$ cat src/rtl/s_spi_pkg.sv
// Shared defaults for the SPI slave message path: data width, fill/blank bytes and the
// index-width helper used to size memory addresses.
package s_spi_pkg;

  localparam int unsigned DATA_W_DEF   = 8;
  localparam logic [7:0]  TX_FILL_DEF  = 8'h00;
  localparam logic [7:0]  RD_BLANK_DEF = 8'h20;

  // A depth of 1 would give a zero-width index, so clamp to at least one bit.
  function automatic int unsigned addr_w(input int unsigned depth);
    return (depth > 1) ? $clog2(depth) : 1;
  endfunction

endpackage

$ cat src/rtl/s_edge_det.sv
// Registers a synchronous input and flags its rising and falling edges against the
// one-cycle-delayed copy; the delayed copy resets to RESET_VAL.
module s_edge_det #(
  parameter logic RESET_VAL = 1'b0
) (
  input  logic clk,
  input  logic rst,
  input  logic sig,
  output logic rise,
  output logic fall
);

  logic sig_q;

  always_ff @(posedge clk) begin
    if (rst) begin
      sig_q <= RESET_VAL;
    end else begin
      sig_q <= sig;
    end
  end

  assign rise = ~sig_q & sig;
  assign fall = sig_q & ~sig;

endmodule

$ cat src/rtl/s_msg_buffer.sv
// Frame-aware RX/TX message buffer between the SPI slave byte engine and the system.
// Optional build macro RX_CHECKSUM_EN adds the rx_csum output (XOR of stored frame bytes).
module s_msg_buffer
  import s_spi_pkg::*;
#(
  parameter int unsigned       DATA_W   = DATA_W_DEF,
  parameter int unsigned       DEPTH    = 64,
  parameter int unsigned       ADDR_W   = addr_w(DEPTH),
  parameter bit                OVF_WRAP = 1'b0,
  parameter logic [DATA_W-1:0] TX_FILL  = DATA_W'(TX_FILL_DEF),
  parameter logic [DATA_W-1:0] RD_BLANK = DATA_W'(RD_BLANK_DEF)
) (
  input  logic              clk,
  input  logic              rst_btn,
  input  logic              ss,
  input  logic              rx_busy,
  input  logic [DATA_W-1:0] rx_data,
  input  logic              tx_busy,
  output logic [DATA_W-1:0] tx_data,
  input  logic              tx_wr_en,
  input  logic [ADDR_W-1:0] tx_wr_addr,
  input  logic [DATA_W-1:0] tx_wr_data,
  input  logic [ADDR_W:0]   tx_len,
  input  logic [ADDR_W-1:0] rd_addr,
  output logic [DATA_W-1:0] rd_data,
  output logic [ADDR_W:0]   rx_len,
  output logic              frame_done,
  output logic              overflow
`ifdef RX_CHECKSUM_EN
  ,
  output logic [DATA_W-1:0] rx_csum
`endif
);

  localparam logic [ADDR_W:0] FULL = (ADDR_W+1)'(DEPTH);

  logic [DATA_W-1:0] rx_mem [DEPTH];
  logic [DATA_W-1:0] tx_mem [DEPTH];

  logic              frame_start, frame_end, rx_cap, tx_adv;
  logic              rx_busy_rise, tx_busy_rise;
  logic              rx_full, rx_store;
  logic [ADDR_W-1:0] wr_ptr;
  logic [ADDR_W:0]   tx_idx;
  logic              unused_edges;

  s_edge_det #(.RESET_VAL(1'b1)) u_ss_edge (
    .clk  (clk),
    .rst  (rst_btn),
    .sig  (ss),
    .rise (frame_end),
    .fall (frame_start)
  );

  s_edge_det #(.RESET_VAL(1'b0)) u_rx_edge (
    .clk  (clk),
    .rst  (rst_btn),
    .sig  (rx_busy),
    .rise (rx_busy_rise),
    .fall (rx_cap)
  );

  s_edge_det #(.RESET_VAL(1'b0)) u_tx_edge (
    .clk  (clk),
    .rst  (rst_btn),
    .sig  (tx_busy),
    .rise (tx_busy_rise),
    .fall (tx_adv)
  );

  assign unused_edges = rx_busy_rise ^ tx_busy_rise;

  // A byte landing on the frame_start cycle belongs to no frame and is discarded.
  assign rx_full  = (rx_len == FULL);
  assign rx_store = ~rst_btn & rx_cap & ~frame_start & (~rx_full | OVF_WRAP);

  always_ff @(posedge clk) begin
    if (rx_store) begin
      rx_mem[wr_ptr] <= rx_data;
    end
  end

  // wr_ptr tracks rx_len until the memory fills, then keeps rolling for the wrap mode.
  always_ff @(posedge clk) begin
    if (rst_btn) begin
      rx_len     <= '0;
      wr_ptr     <= '0;
      overflow   <= 1'b0;
      frame_done <= 1'b0;
    end else begin
      frame_done <= frame_end;
      if (frame_start) begin
        rx_len   <= '0;
        wr_ptr   <= '0;
        overflow <= 1'b0;
      end else if (rx_cap) begin
        if (!rx_full) begin
          rx_len <= rx_len + (ADDR_W+1)'(1);
        end else begin
          overflow <= 1'b1;
        end
        if (rx_store) begin
          wr_ptr <= wr_ptr + ADDR_W'(1);
        end
      end
    end
  end

  always_ff @(posedge clk) begin
    if (rst_btn) begin
      rd_data <= '0;
    end else begin
      rd_data <= ({1'b0, rd_addr} < rx_len) ? rx_mem[rd_addr] : RD_BLANK;
    end
  end

  always_ff @(posedge clk) begin
    if (tx_wr_en) begin
      tx_mem[tx_wr_addr] <= tx_wr_data;
    end
  end

  // tx_mem reads see pre-write contents when a host write hits the same cycle.
  always_ff @(posedge clk) begin
    if (rst_btn) begin
      tx_idx  <= '0;
      tx_data <= TX_FILL;
    end else if (frame_start) begin
      tx_idx  <= (ADDR_W+1)'(1);
      tx_data <= (tx_len != '0) ? tx_mem[0] : TX_FILL;
    end else if (tx_adv) begin
      tx_data <= (tx_idx < tx_len) ? tx_mem[tx_idx[ADDR_W-1:0]] : TX_FILL;
      if (tx_idx != FULL) begin
        tx_idx <= tx_idx + (ADDR_W+1)'(1);
      end
    end
  end

`ifdef RX_CHECKSUM_EN
  always_ff @(posedge clk) begin
    if (rst_btn || frame_start) begin
      rx_csum <= '0;
    end else if (rx_store) begin
      rx_csum <= rx_csum ^ rx_data;
    end
  end
`endif

endmodule

$ cat config.mk
export PLATFORM = sky130hd
export DESIGN_NAME = s_msg_buffer
export DESIGN_NICKNAME = d
export VERILOG_FILES = /design/src/rtl/s_spi_pkg.sv /design/src/rtl/s_edge_det.sv /design/src/rtl/s_msg_buffer.sv
export SDC_FILE = /design/constraint.sdc
export NUM_CORES = 1
export LEC_CHECK = 0
export BUFFER_PORTS_ARGS = -buffer_cell sky130_fd_sc_hd__buf_2
export CAP_MARGIN = 20
export CORE_AREA = 5 5 191 377
export DETAILED_ROUTE_END_ITERATION = 8
export DIE_AREA = 0 0 196 382
export GPL_ROUTABILITY_DRIVEN = 0
export PLACE_DENSITY_LB_ADDON = 0.15
export SYNTH_ARGS = -nofsm -noshare
export SYNTH_HDL_FRONTEND = slang
export SYNTH_HIERARCHICAL = 1
export SYNTH_SLANG_ARGS = --single-unit
$ cat constraint.sdc
create_clock -name clk -period 7.1 [get_ports clk]
set_input_delay 0.71 -clock clk [delete_from_list [all_inputs] [get_ports clk]]
set_output_delay 0.71 -clock clk [all_outputs]
set_load 0.005 [all_outputs]
---- Word level (Yosys, flattened, before mapping) ----
Memories as Yosys holds them, arrays and structs flattened.
Cells that the tools add are included.
word-level totals
  register bits ........................... 41
  memory bits (writable) .................. 1024
  input port bits ......................... 41
  output and inout bits ................... 25
  logic and storage cells ................. 58
  memories ................................ 2
cells by class
  add/sub/neg operators ................... 3
  order comparisons ....................... 2
  equality and inequality tests ........... 2
  mux-type cells .......................... 12
  bitwise operators ....................... 15
  reduce and logical (&&, ||, !) cells .... 10
memories
  name    depth  bits a word  rd ports  clocked after Yosys merged registers in  write ports  line                RTL
  rx_mem  64     8            1         0                                        1            s_msg_buffer.sv:37  logic [DATA_W-1:0] rx_mem [DEPTH];
  tx_mem  64     8            2         0                                        1            s_msg_buffer.sv:38  logic [DATA_W-1:0] tx_mem [DEPTH];
operators with widths
  operator                                       number
  2-to-1 mux 8 bit                               4
  adder 7 x 1 -> 7 bit (second input constant)   2
  AND reduction 2 bit                            5
  NOT 1 bit                                      8
  AND 1 bit                                      7
  == test 7 bit (second input constant)          1
  < comparator 6 x 7 -> 1 bit                    1
  < comparator 7 bit                             1
  2-to-1 mux 1 bit                               7
  inequality test 7 bit (second input constant)  1
  nonzero test 7 bit                             1
  adder 6 x 1 -> 6 bit (second input constant)   1
  2-to-1 mux 6 bit                               1
  nonzero test 2 bit                             2
  OR reduction 2 bit                             2

---- Depth between registers and ports, before layout ----
  depth in word-level cells ............... 7
  gate-level depth with buffers ........... 10

---- Modules after synthesis ----
Netlist, hierarchy kept.
modules (own cells, without submodules)
  module                      instances  cells each  area an instance (um2)  seq. area each (um2)
  s_msg_buffer                1          2043        41922.7                 31510.2
  s_edge_det (u_rx_edge ...)  2          4           38.8                    20.0
  s_edge_det (u_ss_edge)      1          4           40.0                    20.0

---- Worst setup path after synthesis ----
Ideal clock, no wire load.
  path type ............................... in2reg
  start ................................... in rd_addr[4]
  end ..................................... reg rd_data[0]
  library setup time ...................... 0.138 ns
  arrival ................................. 2.361 ns
  slack ................................... 4.601 ns
  stages .................................. 7
  cells stage by stage .................... buf_2 buf_4 clkbuf_1 mux4_2 mux4_2 mux2i_1 o22ai_1
between the ends
  longest elaborated chain between the ends .. 3
  elaborated cells on any way between the ends .. 4
  those cells by class .................... order compare (1); bitwise (1); reduce/logical (1); memory (1)
ends and longest elaborated chain
  item                                 line                 RTL
  start, declared                      s_msg_buffer.sv:24   input logic [ADDR_W-1:0] rd_addr,
  < comparator 6 x 7 -> 1 bit          s_msg_buffer.sv:113  rd_data <= ({1'b0, rd_addr} < rx_len) ? rx_mem[rd_addr] : RD_BLANK;
  NOT 1 bit (no source line)           n/a
  OR reduction 2 bit (no source line)  n/a
  end signal, assigned                 s_msg_buffer.sv:113
  end, declared                        s_msg_buffer.sv:25   output logic [DATA_W-1:0] rd_data,
Several ways; a longest one is shown, not always the timed one.
A chain may end at the register's enable or synchronous reset.

---- Worst setup path in the final report ----
  start ................................... reg tx_idx[2]
  end ..................................... reg tx_data[6]
between the ends
  longest elaborated chain between the ends .. 4
  elaborated cells on any way between the ends .. 5
  those cells by class .................... order compare (1); mux (3); memory (1)
ends and longest elaborated chain
  item                                                                   line                 RTL
  start, declared                                                        s_msg_buffer.sv:44   logic [ADDR_W:0] tx_idx;
  start signal, assigned                                                 s_msg_buffer.sv:129  tx_idx <= (ADDR_W+1)'(1);
  start signal, assigned                                                 s_msg_buffer.sv:134  tx_idx <= tx_idx + (ADDR_W+1)'(1);
  memory read (64 x 8 bit) / < comparator 7 bit (equally long branches)  n/a
  2-to-1 mux 8 bit (*)                                                   s_msg_buffer.sv:132  tx_data <= (tx_idx < tx_len) ? tx_mem[tx_idx[ADDR_W-1:0]] : TX_FILL;
  2-to-1 mux 8 bit (*)                                                   s_msg_buffer.sv:131  end else if (tx_adv) begin
  2-to-1 mux 8 bit (*)                                                   s_msg_buffer.sv:128  end else if (frame_start) begin
  end signal, assigned                                                   s_msg_buffer.sv:130  tx_data <= (tx_len != '0) ? tx_mem[0] : TX_FILL;
  end signal, assigned                                                   s_msg_buffer.sv:132
  end, declared                                                          s_msg_buffer.sv:19   output logic [DATA_W-1:0] tx_data,
Every way passes the cells marked *; elsewhere a longest branch is shown, timed or not. The select of a mux whose other input is x is not followed.

==> out/results.ini <==
[setup_path]
crit_required_ns = 7.66
endpoint_kind = flop
worst-setup-path-type = reg2reg
cp_cell_sequence = buf_4 > nor2b_1 > a22oi_1 > a21oi_1 > a2111oi_0 > a221oi_1
cpPeakStageDelay_ns = 0.93
path_buf_inv = 1
critPathMaxFanout = 44
ff2ff_setup_slack_ns = 3.73
slowest_stage = nor2b_1
worstReg2RegEnd = tx_data[6]
cp_top_family = compound AO/OA/AOI/OAI gates
critPathArrivalTime_ns = 3.93
r2r_start = tx_idx[2]
cp-start-kind = flop
r2r_cells = 6

[clock_network]
cts_root_buf = clkbuf_16
clk_latency_ns = 0.67
clockBufferDepth = 3
clk_pin_slew_ns = 0.07
tritoncts = done
cts_made_buffers = 86
cts_resized = 0
hold_buffers = 0
postCtsSetupBuffers = 0
clkSinkCount = 1065
htreeDepth = 3

[global_routing]
gr-total-overflow = 0
grt_max_degree = 107
grt_usage_pct = 27.3
grt_pass1_wl_um = 146000
grt_pass1_vias = 21500
antenna_found_initial = 3

[sta]
min_period_over_period_pct = 47.4
maxSlewViolCount = 0
hold_violations = 0
fmax_ghz = 0.297
min_period_ns = 3.37
timing.hold.ws_ns = 0.259
slew_headroom_pct = 20.6
fin_ws_ns = 3.73
setup_tns_ns = 0
worst_pin_slew_ns = 1.18
rsz0062_at_grt = false
finalSetupViolCount = 0
skew_ns = 0.0337

[placement]
port_buffers = 65
dp_worst_setup_slack_ns = 3.14
hpwlAfterDp_um = 67100

[pwr]
clkPwrFrac_pct = 39.9
peakVddDrop_mv = 0.302
seq_power_share_pct = 55.6
p_leak_nw = 14.4
p_comb_share_pct = 4.5
cellPowerDensity_nw_per_um2 = 270
netSwitchingPower_w = 0.00253
swShare_pct = 20.3
p_int_w = 0.00994

[final_layout]
syn_to_final_growth_pct = 9.80
layout.nets = 2191
regArea_um2 = 31600
final_cell_mix = edfxtp_1 (1024), mux4_2 (259), nor2_1 (154), mux2i_1 (93), clkbuf_16 (87)
drive_gt1_share_pct = 23.2
fin_util_pct = 67.1
fillers = 4477
multi_input_area_um2 = 9740
final_common_cell = edfxtp_1

[route]
avgRoutedWirePerCell_um = 32.5
ant_nets = 0
viasPerCell = 6.57
vias = 20400
drt_iter0_drc = 1693
routed_wl_um = 101000
dr.pass1.iters = 5
drc = 0

[worst_hold_path]
whs_endpoint = u_ss_edge/sig_q
hp-class = in2reg
hold_start = ss
hold_path_depth = 2

[floorplan]
dieArea_um2 = 74900
ioPinCount = 66
die_w_um = 196
die_h_um = 382
core_area_um2 = 68700
start_util_pct = 61.1
fp-row-count = 136

[logic_synthesis]
synth.avg_cell_area_um2 = 20.5
yosys_warnings = 6
syn-num-nets = 2110
synthCells = 2053
synth_area_um2 = 42000

[run_status]
status = completed

[run]
max_cap_viol_count = 0

==> worst max-delay path by stage <==
stage / start / to / slack, ns / cells past startpoint
after floorplan: rd_addr[4] / rd_data[0] / 4.60 / 7
after global placement: rst_btn / rx_mem[31][0] / 3.20 / 6
after detailed placement: rst_btn / rx_mem[31][0] / 3.14 / 6
after CTS: tx_idx[2] / tx_data[7] / 3.79 / 6
after global routing: u_ss_edge/sig_q / rx_mem[31][4] / 3.55 / 6
final: tx_idx[2] / tx_data[6] / 3.73 / 6
==> worst reg2reg max path: stages (launching register included) <==
cell       delay, ns
dfxtp_4         0.63
buf_4           0.63
nor2b_1         0.94
a22oi_1         0.17
a21oi_1         0.43
a2111oi_0       0.17
a221oi_1        0.31
==> sequential cells by signal (all words and copies together), names as in the netlist <==
register / flops
rx_len: 7
u_ss_edge/sig_q: 1
tx_idx: 7
frame_done: 1
wr_ptr: 6
u_rx_edge/sig_q: 1
rx_mem: 512
rd_data: 8
tx_mem: 512
tx_data: 8
overflow: 1
u_tx_edge/sig_q: 1
==> area by class of cell <==
cell class	count	share of cell area [%]
flip-flops and latches	1065	68.4
multi-input cells	861	21.1
clock buffers	105	4.97
well taps	897	2.43
repair buffers	99	1.49
clock inverters	49	1.38
inverters	21	0.171
diodes	1	0.00542
==> layer usage <==
metal | global-route usage (%) | part of all wire, % | up-vias | wire [um]
met5 | 0 | 0.014 | - | 14
met4 | 19.2 | 8.9 | 2 | 8970
met3 | 4.87 | 5.6 | 298 | 5670
met2 | 48.9 | 55 | 883 | 54900
met1 | 28.7 | 31 | 10600 | 31000
li1 | - | - | 8608 | -
==> metrics by stage <==
| step | std cells | instance area [um^2] | total power [W] |
|---|---|---|---|
| 2_1_floorplan | 2053 | 42000 | 0.00738 |
| 3_3_place_gp | 2938 | 43100 | 0.00761 |
| 3_5_place_dp | 2938 | 43100 | 0.00763 |
| 4_1_cts | 3092 | 46100 | 0.0125 |
| 5_1_grt | 3097 | 46100 | 0.0128 |
| 6_report | 3098 | 46100 | 0.0125 |
==> power by group through the flow <==
stage	combinational (W)	sequential [W]	clock (W)
6_report	0.000558	0.00693	0.00498
5_1_grt	0.000586	0.00693	0.00533
4_1_cts	0.000558	0.00693	0.00505
3_5_place_dp	0.000557	0.00707	0
3_3_place_gp	0.000544	0.00707	0
2_1_floorplan	0.000321	0.00705	0
No activity file was read; power rests on OpenSTA's default activity.
